**src/rtl/serial_frame_source_pkg.sv**
```systemverilog
// Shared types and helpers for serial_frame_source.
// The SER_PARITY_EN macro adds the PARITY state to ser_state_t.
package ser_pkg;

  typedef enum logic [1:0] {
    IDLE  = 2'd0,
    SHIFT = 2'd1
`ifdef SER_PARITY_EN
    ,
    PARITY = 2'd2
`endif
  } ser_state_t;

  localparam logic IDLE_LINE = 1'b1;

  // Even parity: the returned bit makes the total count of ones even.
  function automatic logic parity_even(input logic [31:0] word);
    return ^word;
  endfunction

endpackage

```
**src/rtl/serial_frame_source_hold_reg.sv**
```systemverilog
// One-entry holding register for serial_frame_source.
// Its full flag drives load_ready; it has no configuration macros.
module ser_hold_reg
  import ser_pkg::*;
#(
  parameter int WIDTH = 8
) (
  input  logic             clock,
  input  logic             reset,
  input  logic             load_en,
  input  logic [WIDTH-1:0] load_data,
  input  logic             drain_en,
  output logic             full,
  output logic             full_next,
  output logic [WIDTH-1:0] data
);

  logic             full_q, full_d;
  logic [WIDTH-1:0] data_q, data_d;

  // A load and a drain can never coincide: loads need an empty entry, drains a full one.
  always_comb begin
    full_d = full_q;
    data_d = data_q;
    if (load_en) begin
      full_d = 1'b1;
      data_d = load_data;
    end else if (drain_en) begin
      full_d = 1'b0;
    end
  end

  always_ff @(posedge clock or negedge reset) begin
    if (!reset) begin
      full_q <= 1'b0;
      data_q <= '0;
    end else begin
      full_q <= full_d;
      data_q <= data_d;
    end
  end

  assign full      = full_q;
  assign full_next = full_d;
  assign data      = data_q;

endmodule

```
**src/rtl/serial_frame_source.sv**
```systemverilog
// Serializes parallel words MSB-first with per-bit valid and frame strobes.
// Define SER_PARITY_EN to append an even-parity bit to every frame.
module serial_frame_source
  import ser_pkg::*;
#(
  parameter int WIDTH = 8
) (
  input  logic             clock,
  input  logic             reset,
  input  logic [WIDTH-1:0] data_in,
  input  logic             load_valid,
  output logic             load_ready,
  output logic             x_out,
  output logic             bit_valid,
  output logic             frame_start,
  output logic             frame_end,
  output logic             busy
);

  localparam int CNT_W = $clog2(WIDTH) + 1;
  localparam logic [CNT_W-1:0] LAST_BIT = CNT_W'(WIDTH - 1);

  ser_state_t       state_q, state_d;
  logic [WIDTH-1:0] shreg_q, shreg_d;
  logic [CNT_W-1:0] bit_cnt_q, bit_cnt_d;
  logic             x_out_q, x_out_d;
  logic             bit_valid_q, bit_valid_d;
  logic             frame_start_q, frame_start_d;
  logic             frame_end_q, frame_end_d;
  logic             busy_q, busy_d;
`ifdef SER_PARITY_EN
  logic             parity_q, parity_d;
`endif

  logic             hold_full, hold_full_next;
  logic [WIDTH-1:0] hold_data;
  logic             accept, hold_load, hold_drain;
  logic             start_frame, frame_done;
  logic [WIDTH-1:0] start_word;

  assign load_ready = !hold_full;
  assign accept     = load_valid && load_ready;
  // In IDLE an accepted word bypasses the holding register straight into shreg.
  assign hold_load  = accept && (state_q != IDLE);

  ser_hold_reg #(
    .WIDTH(WIDTH)
  ) u_hold (
    .clock    (clock),
    .reset    (reset),
    .load_en  (hold_load),
    .load_data(data_in),
    .drain_en (hold_drain),
    .full     (hold_full),
    .full_next(hold_full_next),
    .data     (hold_data)
  );

  always_comb begin
    state_d       = state_q;
    shreg_d       = shreg_q;
    bit_cnt_d     = bit_cnt_q;
    x_out_d       = IDLE_LINE;
    bit_valid_d   = 1'b0;
    frame_start_d = 1'b0;
    frame_end_d   = 1'b0;
    hold_drain    = 1'b0;
    start_frame   = 1'b0;
    frame_done    = 1'b0;
    start_word    = data_in;
`ifdef SER_PARITY_EN
    parity_d      = parity_q;
`endif

    unique case (state_q)
      IDLE: begin
        if (hold_full) begin
          start_frame = 1'b1;
          hold_drain  = 1'b1;
          start_word  = hold_data;
        end else if (accept) begin
          start_frame = 1'b1;
        end
      end
      SHIFT: begin
        if (bit_cnt_q != LAST_BIT) begin
          shreg_d     = {shreg_q[WIDTH-2:0], 1'b0};
          bit_cnt_d   = bit_cnt_q + CNT_W'(1);
          x_out_d     = shreg_q[WIDTH-2];
          bit_valid_d = 1'b1;
`ifdef SER_PARITY_EN
          frame_end_d = 1'b0;
`else
          frame_end_d = (bit_cnt_d == LAST_BIT);
`endif
        end else begin
`ifdef SER_PARITY_EN
          state_d     = PARITY;
          x_out_d     = parity_q;
          bit_valid_d = 1'b1;
          frame_end_d = 1'b1;
`else
          frame_done  = 1'b1;
`endif
        end
      end
`ifdef SER_PARITY_EN
      PARITY: begin
        frame_done = 1'b1;
      end
`endif
      default: begin
        state_d = IDLE;
      end
    endcase

    // The final bit has just left the line: chain a waiting word with no gap.
    if (frame_done) begin
      if (hold_full) begin
        start_frame = 1'b1;
        hold_drain  = 1'b1;
        start_word  = hold_data;
      end else begin
        state_d = IDLE;
      end
    end

    if (start_frame) begin
      state_d       = SHIFT;
      shreg_d       = start_word;
      bit_cnt_d     = '0;
      x_out_d       = start_word[WIDTH-1];
      bit_valid_d   = 1'b1;
      frame_start_d = 1'b1;
      frame_end_d   = 1'b0;
`ifdef SER_PARITY_EN
      parity_d      = parity_even(32'(start_word));
`endif
    end
  end

  assign busy_d = (state_d != IDLE) || hold_full_next;

  always_ff @(posedge clock or negedge reset) begin
    if (!reset) begin
      state_q       <= IDLE;
      shreg_q       <= '0;
      bit_cnt_q     <= '0;
      x_out_q       <= IDLE_LINE;
      bit_valid_q   <= 1'b0;
      frame_start_q <= 1'b0;
      frame_end_q   <= 1'b0;
      busy_q        <= 1'b0;
`ifdef SER_PARITY_EN
      parity_q      <= 1'b0;
`endif
    end else begin
      state_q       <= state_d;
      shreg_q       <= shreg_d;
      bit_cnt_q     <= bit_cnt_d;
      x_out_q       <= x_out_d;
      bit_valid_q   <= bit_valid_d;
      frame_start_q <= frame_start_d;
      frame_end_q   <= frame_end_d;
      busy_q        <= busy_d;
`ifdef SER_PARITY_EN
      parity_q      <= parity_d;
`endif
    end
  end

  assign x_out       = x_out_q;
  assign bit_valid   = bit_valid_q;
  assign frame_start = frame_start_q;
  assign frame_end   = frame_end_q;
  assign busy        = busy_q;

endmodule

```
**config.mk**
```make
export PLATFORM = sky130hd
export DESIGN_NAME = serial_frame_source
export DESIGN_NICKNAME = d
export VERILOG_FILES = /design/src/rtl/serial_frame_source_pkg.sv /design/src/rtl/serial_frame_source_hold_reg.sv /design/src/rtl/serial_frame_source.sv
export SDC_FILE = /design/constraint.sdc
export NUM_CORES = 1
export LEC_CHECK = 0
export ABC_CLOCK_PERIOD_IN_PS = 2200
export CAP_MARGIN = 25
export CORE_ASPECT_RATIO = 0.7
export CORE_UTILIZATION = 50
export CTS_CLUSTER_SIZE = 14
export DETAILED_ROUTE_END_ITERATION = 12
export GPL_TIMING_DRIVEN = 0
export PLACE_DENSITY_LB_ADDON = 0.05
export SLEW_MARGIN = 20
export SYNTH_ARGS = -nofsm -noshare
export SYNTH_HDL_FRONTEND = slang
export SYNTH_SLANG_ARGS = --single-unit
```
**constraint.sdc**
```tcl
create_clock -name clock -period 2.2 [get_ports clock]
set_input_delay 0.22 -clock clock [delete_from_list [all_inputs] [get_ports clock]]
set_output_delay 0.22 -clock clock [all_outputs]
set_load 0.05 [all_outputs]
```
==> results of run 1 <==
-- final timing paths --
check	start	end	slack [ps]
worst max register to register	bit_cnt_q[0]	bit_cnt_q[2]	250
worst min register to register	u_hold.data[7]	u_hold.data[7]	520
worst max-delay path	u_hold.full	load_ready	230
worst min-delay path	reset	frame_start	410
min in group clock	u_hold.data[7]	u_hold.data[7]	520
max in group asynchronous	reset	shreg_q[4]	1410
-- sequential cells by signal, summed over array words and instances (netlist names) --
signal and count:
x_out 1, u_hold.data 8, shreg_q 7, u_hold.full 1
state_q 2, frame_start 1, frame_end 1, busy 1
bit_cnt_q 4, bit_valid 1
-- layout make-up --
type,instances,area [sq um]
fillers,178,762.0
repair buffers,17,165.2
plain buffers,6,36.28
multi-input cells,69,529.3
flip-flops and latches,27,676.9
well taps,32,40.04
inverters,11,41.29
clock buffers,4,26.28
-- Yosys cell counts, types with 2 or more instances --
cell | instances | area share [%]
inv_1 | 10 | 2.9
ha_1 | 2 | 1.9
clkbuf_1 | 2 | 0.59
o21ai_0 | 5 | 1.9
o22ai_1 | 5 | 2.4
nand3b_1 | 2 | 1.2
a211oi_1 | 6 | 3.5
dfrtp_1 | 26 | 51
nor3_1 | 2 | 0.78
o211a_1 | 6 | 4.7
mux2_2 | 8 | 7.0
a311oi_1 | 4 | 2.7
or2_2 | 2 | 0.97
buf_2 | 2 | 0.78
nor2_1 | 6 | 1.8
mux2i_1 | 3 | 2.3
a21oi_1 | 2 | 0.78
-- cells by family after synthesis --
family / count (synthesis) / share of synthesized area [%]
xor+xnor: 2 / 1.365
fa+ha+maj: 2 / 1.949
other cells: 1 / 0.2921
mux: 11 / 9.357
flops: 27 / 52.73
simple gates: 20 / 8.577
buf+inv: 17 / 6.043
compound gates: 33 / 19.69
-- power by group --
part	total, uW	internal, uW	switching, uW
Clock	207	71.0	136
Combinational	274	129	145
Sequential	642	586	55.3
-- repair_timing --
item / 4_1_cts / 5_1_grt
setup endpoints to repair: 0 / 0
endpoints found under the hold margin: 26 / 0
hold buffers: 1 / 0
-- metrics by stage --
stage / setup slack, ps / cell area (sq um)
2_1_floorplan: 419.1 / 1284
4_1_cts: 217.6 / 1515
3_5_place_dp: 272.5 / 1479
3_3_place_gp: 310.9 / 1484
6_report: 230.8 / 1515
5_1_grt: 94.66 / 1515
-- metal layers --
metal  share of wire, %  track usage [%]
met1                 48            26.85
met2                 46            36.74
met3                5.2            4.897
met4               0.65            4.186
met5                  0                0
==> flow_summary.toml, run 1 <==
[routing]
ant_nets = 0
drt-vias-per-instance = 5.633
first_pass_iters = 4
drc = 0
wl_per_cell_um = 14.83
wl_um = 2461
vias = 935
first_iter_violations = 16

[timing]
finalHoldViolations = 0
slew_headroom_pct = 61.68
finalSetupViolations = 0
min_period_ps = 1969
drv_slew = 0
final.period_utilization_pct = 89.51
fin_skew_ps = 6.414
holdWs_ps = 412.1
max_freq_mhz = 507.8
tns_ps = 0
rsz0062_at_grt = "no"
worst_slew_pin_slew_ps = 574.8

[power]
p_per_area_mw_per_mm2 = 740.8
ir_drop_mv = 0.4261
leakage_uw = 0.0007158
power.total_uw = 1122

[clocking]
cts-root-buf = "clkbuf_4"
cts_resized = 0
cts_setup_buffers = 0
cts.clk_slew.worst_paths_ps = 130
cts_buffers = 3
cts.path.max_buffers = 2
cts_tree = "done"
htree_levels = 1
clock_latency_ps = 320
cts.sinks = 27

[final_layout]
drive_gt1_share_pct = 16.42
instances_no_fill = 166
final_cell_mix = "26 x dfrtp_1, 15 x clkdlybuf4s50_1, 10 x inv_1"
layout_commonest_cell = "dfrtp_1"
num_antenna_cells = 0
nNetsFinal = 148
fin_util_pct = 66.54
syn_to_final_growth_pct = 18.03

[grt]
gr-total-overflow = 0
antenna_found_initial = 0
grt_usage_pct = 20.82
grt_pass1_vias = 954
grt_pass1_wl_um = 4374
grt_max_degree = 28

[die]
die_area_sq_mm = 0.002777
num_rows = 14
coreArea_sq_mm = 0.002277
ios = 17
die_w_um = 62.56
die_h_um = 44.40
start_util_pct = 56.37

[worst_setup_path]
slowest_stage = "clkdlybuf4s50_1"
worst_ep_required_time_ps = 1980
r2r_cells = 7
worstPathCellList = "inv_1 > clkdlybuf4s50_1"
arrival_ps = 1750
crit_path_max_fanout = 5
max_stage_delay_ps = 830
crit_path_start_kind = "flop"
cp_top_family = "buffers and inverters"
crit_type = "flop to output port"
cp.depth = 2
cp-end-kind = "output port"
path_buf_inv = 2

[logic_synthesis]
synth_ff_type = "dfrtp_1"
synth_cells = 113
synthDistinctLibCells = 37
synth-seq-area-share_pct = 52.73
avgSynthCellArea_sq_um = 11.36
synth-seq-cells = 27
synth_edf_count = 0
synth-async-reset-ratio_pct = 100.0
synth_nets = 126
netlist_area_sq_mm = 0.001284
ys.warnings.count = 0

[placed_design]
hpwl_um = 1812
dp.cells = 161
portBuffers = 16
routabilityCongestion = 0.7506

[run]
maxCapViolCount = 0

[run_status]
status = "finished, final reports clean"

[min_path]
min_path_type = "primary input to asynchronous set/reset pin"
Power figures use the tool's default switching activity.
==> run 2, diff against run 1 <==
--- a/config.mk
+++ b/config.mk
@@ -8,8 +8,8 @@
 export ABC_CLOCK_PERIOD_IN_PS = 2200
 export CAP_MARGIN = 25
 export CORE_ASPECT_RATIO = 0.7
+export CORE_MARGIN = 2
 export CORE_UTILIZATION = 50
-export CTS_CLUSTER_SIZE = 14
 export DETAILED_ROUTE_END_ITERATION = 12
 export GPL_TIMING_DRIVEN = 0
 export PLACE_DENSITY_LB_ADDON = 0.05
==> run 2 against run 1 <==
Net effect:
- hold slack better by 63 ps
- critical path depth is 5 higher
- register-to-register slack lost 30 ps
- worst setup slack lost 15 ps
- via count is 3.6% higher
- cell count is 1.2% higher
- global-route usage fell by 1.3 points
- clock power rose by 35%
- total power increased by 6.6%
==> flow_summary.toml, run 2 (synthesized netlist as in run 1, its figures left out) <==
[run_status]
status = "finished, final reports clean"

[grt]
grt_max_degree = 28
grt_usage_pct = 19.54
grt_pass1_wl_um = 4209
gr-total-overflow = 0
antenna_found_initial = 0
grt_pass1_vias = 942

[die]
die_area_sq_mm = 0.002995
ios = 17
start_util_pct = 52.21
num_rows = 15
die_h_um = 46.40
die_w_um = 64.56
coreArea_sq_mm = 0.002459

[final_layout]
final_cell_mix = "26 x dfrtp_1, 15 x clkdlybuf4s50_1, 10 x inv_1"
largest_reg_flops = 8
nNetsFinal = 148
drive_gt1_share_pct = 16.42
layout_commonest_cell = "dfrtp_1"
final_cell_area_sq_mm = 0.001536
syn_to_final_growth_pct = 19.69
num_antenna_cells = 0

[timing]
slew_headroom_pct = 60.70
drv_slew = 0
holdWs_ps = 475.3
setup_slack_ps = 215.9
final.period_utilization_pct = 90.19
worst_slew_pin_slew_ps = 589.6
max_freq_mhz = 504.0
tns_ps = 0
fin_skew_ps = 6.725
rsz0062_at_grt = "no"
finalHoldViolations = 0
min_period_ps = 1984
finalSetupViolations = 0

[worst_setup_path]
worst_ep_required_time_ps = 2370
arrival_ps = 2160
crit_path_start_kind = "flop"
critPathLaunch = "bit_cnt_q[1]"
worstReg2RegStart = "bit_cnt_q[1]"
cp-end-kind = "flop"
crit_type = "flop to flop"
crit_path_max_fanout = 10

[clocking]
cts_tree = "done"
cts.path.max_buffers = 2
cts-root-buf = "clkbuf_8"
cts_buffers = 3
htree_levels = 1
cts.sinks = 27
clock_latency_ps = 280
cts.clk_slew.worst_paths_ps = 90
cts_resized = 0

[power]
leakage_uw = 0.0007236
p_per_area_mw_per_mm2 = 778.6
ir_drop_mv = 0.6281

[placed_design]
routabilityCongestion = 0.7388
placed_area_sq_mm = 0.001481
portBuffers = 16
dp_slack_ps = 238.8
hpwl_um = 1810

[routing]
wl_per_cell_um = 15.05
drc = 0
vias = 969
first_iter_violations = 40
first_pass_iters = 4
ant_nets = 0
drt-vias-per-instance = 5.768
wl_um = 2528

[run]
maxCapViolCount = 0

[min_path]
min_path_type = "primary input to asynchronous set/reset pin"
-- run 2: cell types whose count changed in the layout (fill, tap and decap cells not counted) --
cell,change
clkbuf_4,-3
clkbuf_8,+3
-- run 2: layout make-up --
| type | count | area, sq um |
|---|---|---|
| inverter | 11 | 41.29 |
| fill | 206 | 922.1 |
| timing repair buffer | 17 | 165.2 |
| multi-input combinational | 69 | 529.3 |
| tap | 34 | 42.54 |
| clock buffer | 4 | 45.04 |
| buffer | 6 | 36.28 |
| sequential | 27 | 676.9 |
-- run 2: worst paths after layout --
path	cells after the start	slack (ps)	endpoint
max	7	220	bit_cnt_q[2]
min	2	480	frame_end
max reg2reg	7	220	bit_cnt_q[2]
min reg2reg	1	510	u_hold.data[0]
max in group asynchronous	2	1330	u_hold.data[1]
min in group clock	1	510	u_hold.data[0]
-- run 2: where the power goes --
part / internal (uW) / switching, uW / leakage, uW
clock: 130 / 149 / 0.0000228
combinational: 128 / 146 / 0.000374
sequential: 587 / 55.8 / 0.000327
total: 845 / 352 / 0.000724
-- run 2: metal layers --
layer  GRT usage [%]  share of wire [%]
met5               0                  0
met4           6.809                1.2
met3           6.112                5.1
met2           34.79                 49
met1           23.05                 45
-- run 2: per-stage QoR --
step | utilization (%) | total power, uW | cells
finish | 62.49 | 1196 | 168
global route | 62.49 | 1262 | 168
CTS | 62.49 | 1206 | 168
detailed placement | 60.25 | 927.2 | 163
global placement | 60.46 | 910.4 | 163
floorplan | - | 831.5 | 113
-- run 2: worst max-delay path, stage by stage, from the launching register on --
cell and delay [ps]:
dfrtp_1 420, ha_1 260, and3b_1 210, buf_6 140, a311oi_2 300, buf_4 230, o21ai_1 80, a22o_1 230
-- run 2: timing repair --
item	in CTS	in global routing
hold buffers	1	0
buffers inserted	0	0
endpoints found under the hold margin	26	0
==> RTL edit (config.mk and constraints of run 1) <==
`WIDTH` is set to 8 in 2 places; all go to 16.
--- a/src/rtl/serial_frame_source_hold_reg.sv
+++ b/src/rtl/serial_frame_source_hold_reg.sv
@@ -4,5 +4,5 @@
   import ser_pkg::*;
 #(
-  parameter int WIDTH = 8
+  parameter int WIDTH = 16
 ) (
   input  logic             clock,
--- a/src/rtl/serial_frame_source.sv
+++ b/src/rtl/serial_frame_source.sv
@@ -4,5 +4,5 @@
   import ser_pkg::*;
 #(
-  parameter int WIDTH = 8
+  parameter int WIDTH = 16
 ) (
   input  logic             clock,
Interface: changed (resized data_in); port bits go from 17 to 25. The function was not compared with the original's and may differ.
==> RTL edit against run 1 <==
- cell count up 51%
- via count up 51%
- maximum frequency down 5.9%
- total power up 84%
- critical path depth up 6
- final area up 65%
- sequential cell count up 17
- clock power rose to 2.6 times the old value
- area after synthesis up 60%
- wire length up 62%
- worst setup slack worse by 120 ps
- critical path type is now flip-flop to flip-flop
- critical endpoint is now shreg_q[12]
- largest power group unchanged
==> RTL edit: results (changes against run 1) <==
metric;value;unit;change
GRT met2 Usage;0.311;;-0.0568
Synth area leaders;dfrtp_1 (52%), mux2_2 (8.8%), mux2i_1 (5.9%);;
placed cell area;2370;um2;+60%
worst slack, placed;15.0;ps;-258 ps
DR WL met3;166;um;+30%
wire length per cell;15.9;um;+7.2%
first-pass GRT wire length;6690;um;+53%
Commonest cells post-synth;dfrtp_1 (43), o21ai_1 (17), mux2_2 (16);;
reg-to-reg slack, setup;110;ps;-140 ps
fill cell count;298;;+67%
placed cell count;242;;+50%
Reg clk slew, reported paths;80;ps;-50 ps
Max stage delay cell, worst path;dfrtp_1;;
GRT met1 Usage;0.295;;+0.0264
gpl congestion;0.739;;-1.6%
nets@finish;221;;+49%
worst hold slack;420;ps;+7.49 ps
M3 GR Usage;0.0475;;-0.00143
Total Wirelength;3990;um;+62%
sequential area share after synthesis;0.537;;+0.00990
Post-Synth XOR/XNOR Area;0.00854;;-0.00511
worst-path fanout max;10;;+5
status;completed;;
Synth Area in Adders;0.0183;;-0.00120
Leak;1.06;nW;+49%
reg2reg start;bit_cnt_q[1];;
Worst EP arrival;2270;ps;+520 ps
Crit path max-delay family;simple AND/OR/NAND/NOR gates;;
routed wl met2;1870;um;+65%
RTL edit: cell types whose count changed after synthesis, moves of 6 or more:
cell,before,now
mux2i_1,3,12
inv_1,10,4
a211oi_1,6,0
mux2_2,8,16
o21ai_1,1,17
dfrtp_1,26,43
o211a_1,6,0
a22oi_1,0,11
RTL edit: cell type report:
| cell class | count | area, um2 | share of cell area |
|---|---|---|---|
| Inverter | 6 | 22.5 | 0.00902 |
| Multi-Input combinational cell | 108 | 862 | 0.345 |
| Sequential cell | 44 | 1100 | 0.442 |
| Clock buffer | 7 | 96.3 | 0.0386 |
| Tap cell | 52 | 65.1 | 0.0261 |
| Timing Repair Buffer | 27 | 273 | 0.109 |
| Buffer | 7 | 75.1 | 0.0301 |
RTL edit: power by group through the flow:
stage	sequential, mW	clock [mW]	combinational, mW
3_3_place_gp	1.07	0	0.433
5_1_grt	1.10	0.585	0.508
6_report	1.07	0.532	0.464
3_5_place_dp	1.09	0	0.456
2_1_floorplan	1.09	0	0.294
4_1_cts	1.07	0.545	0.460
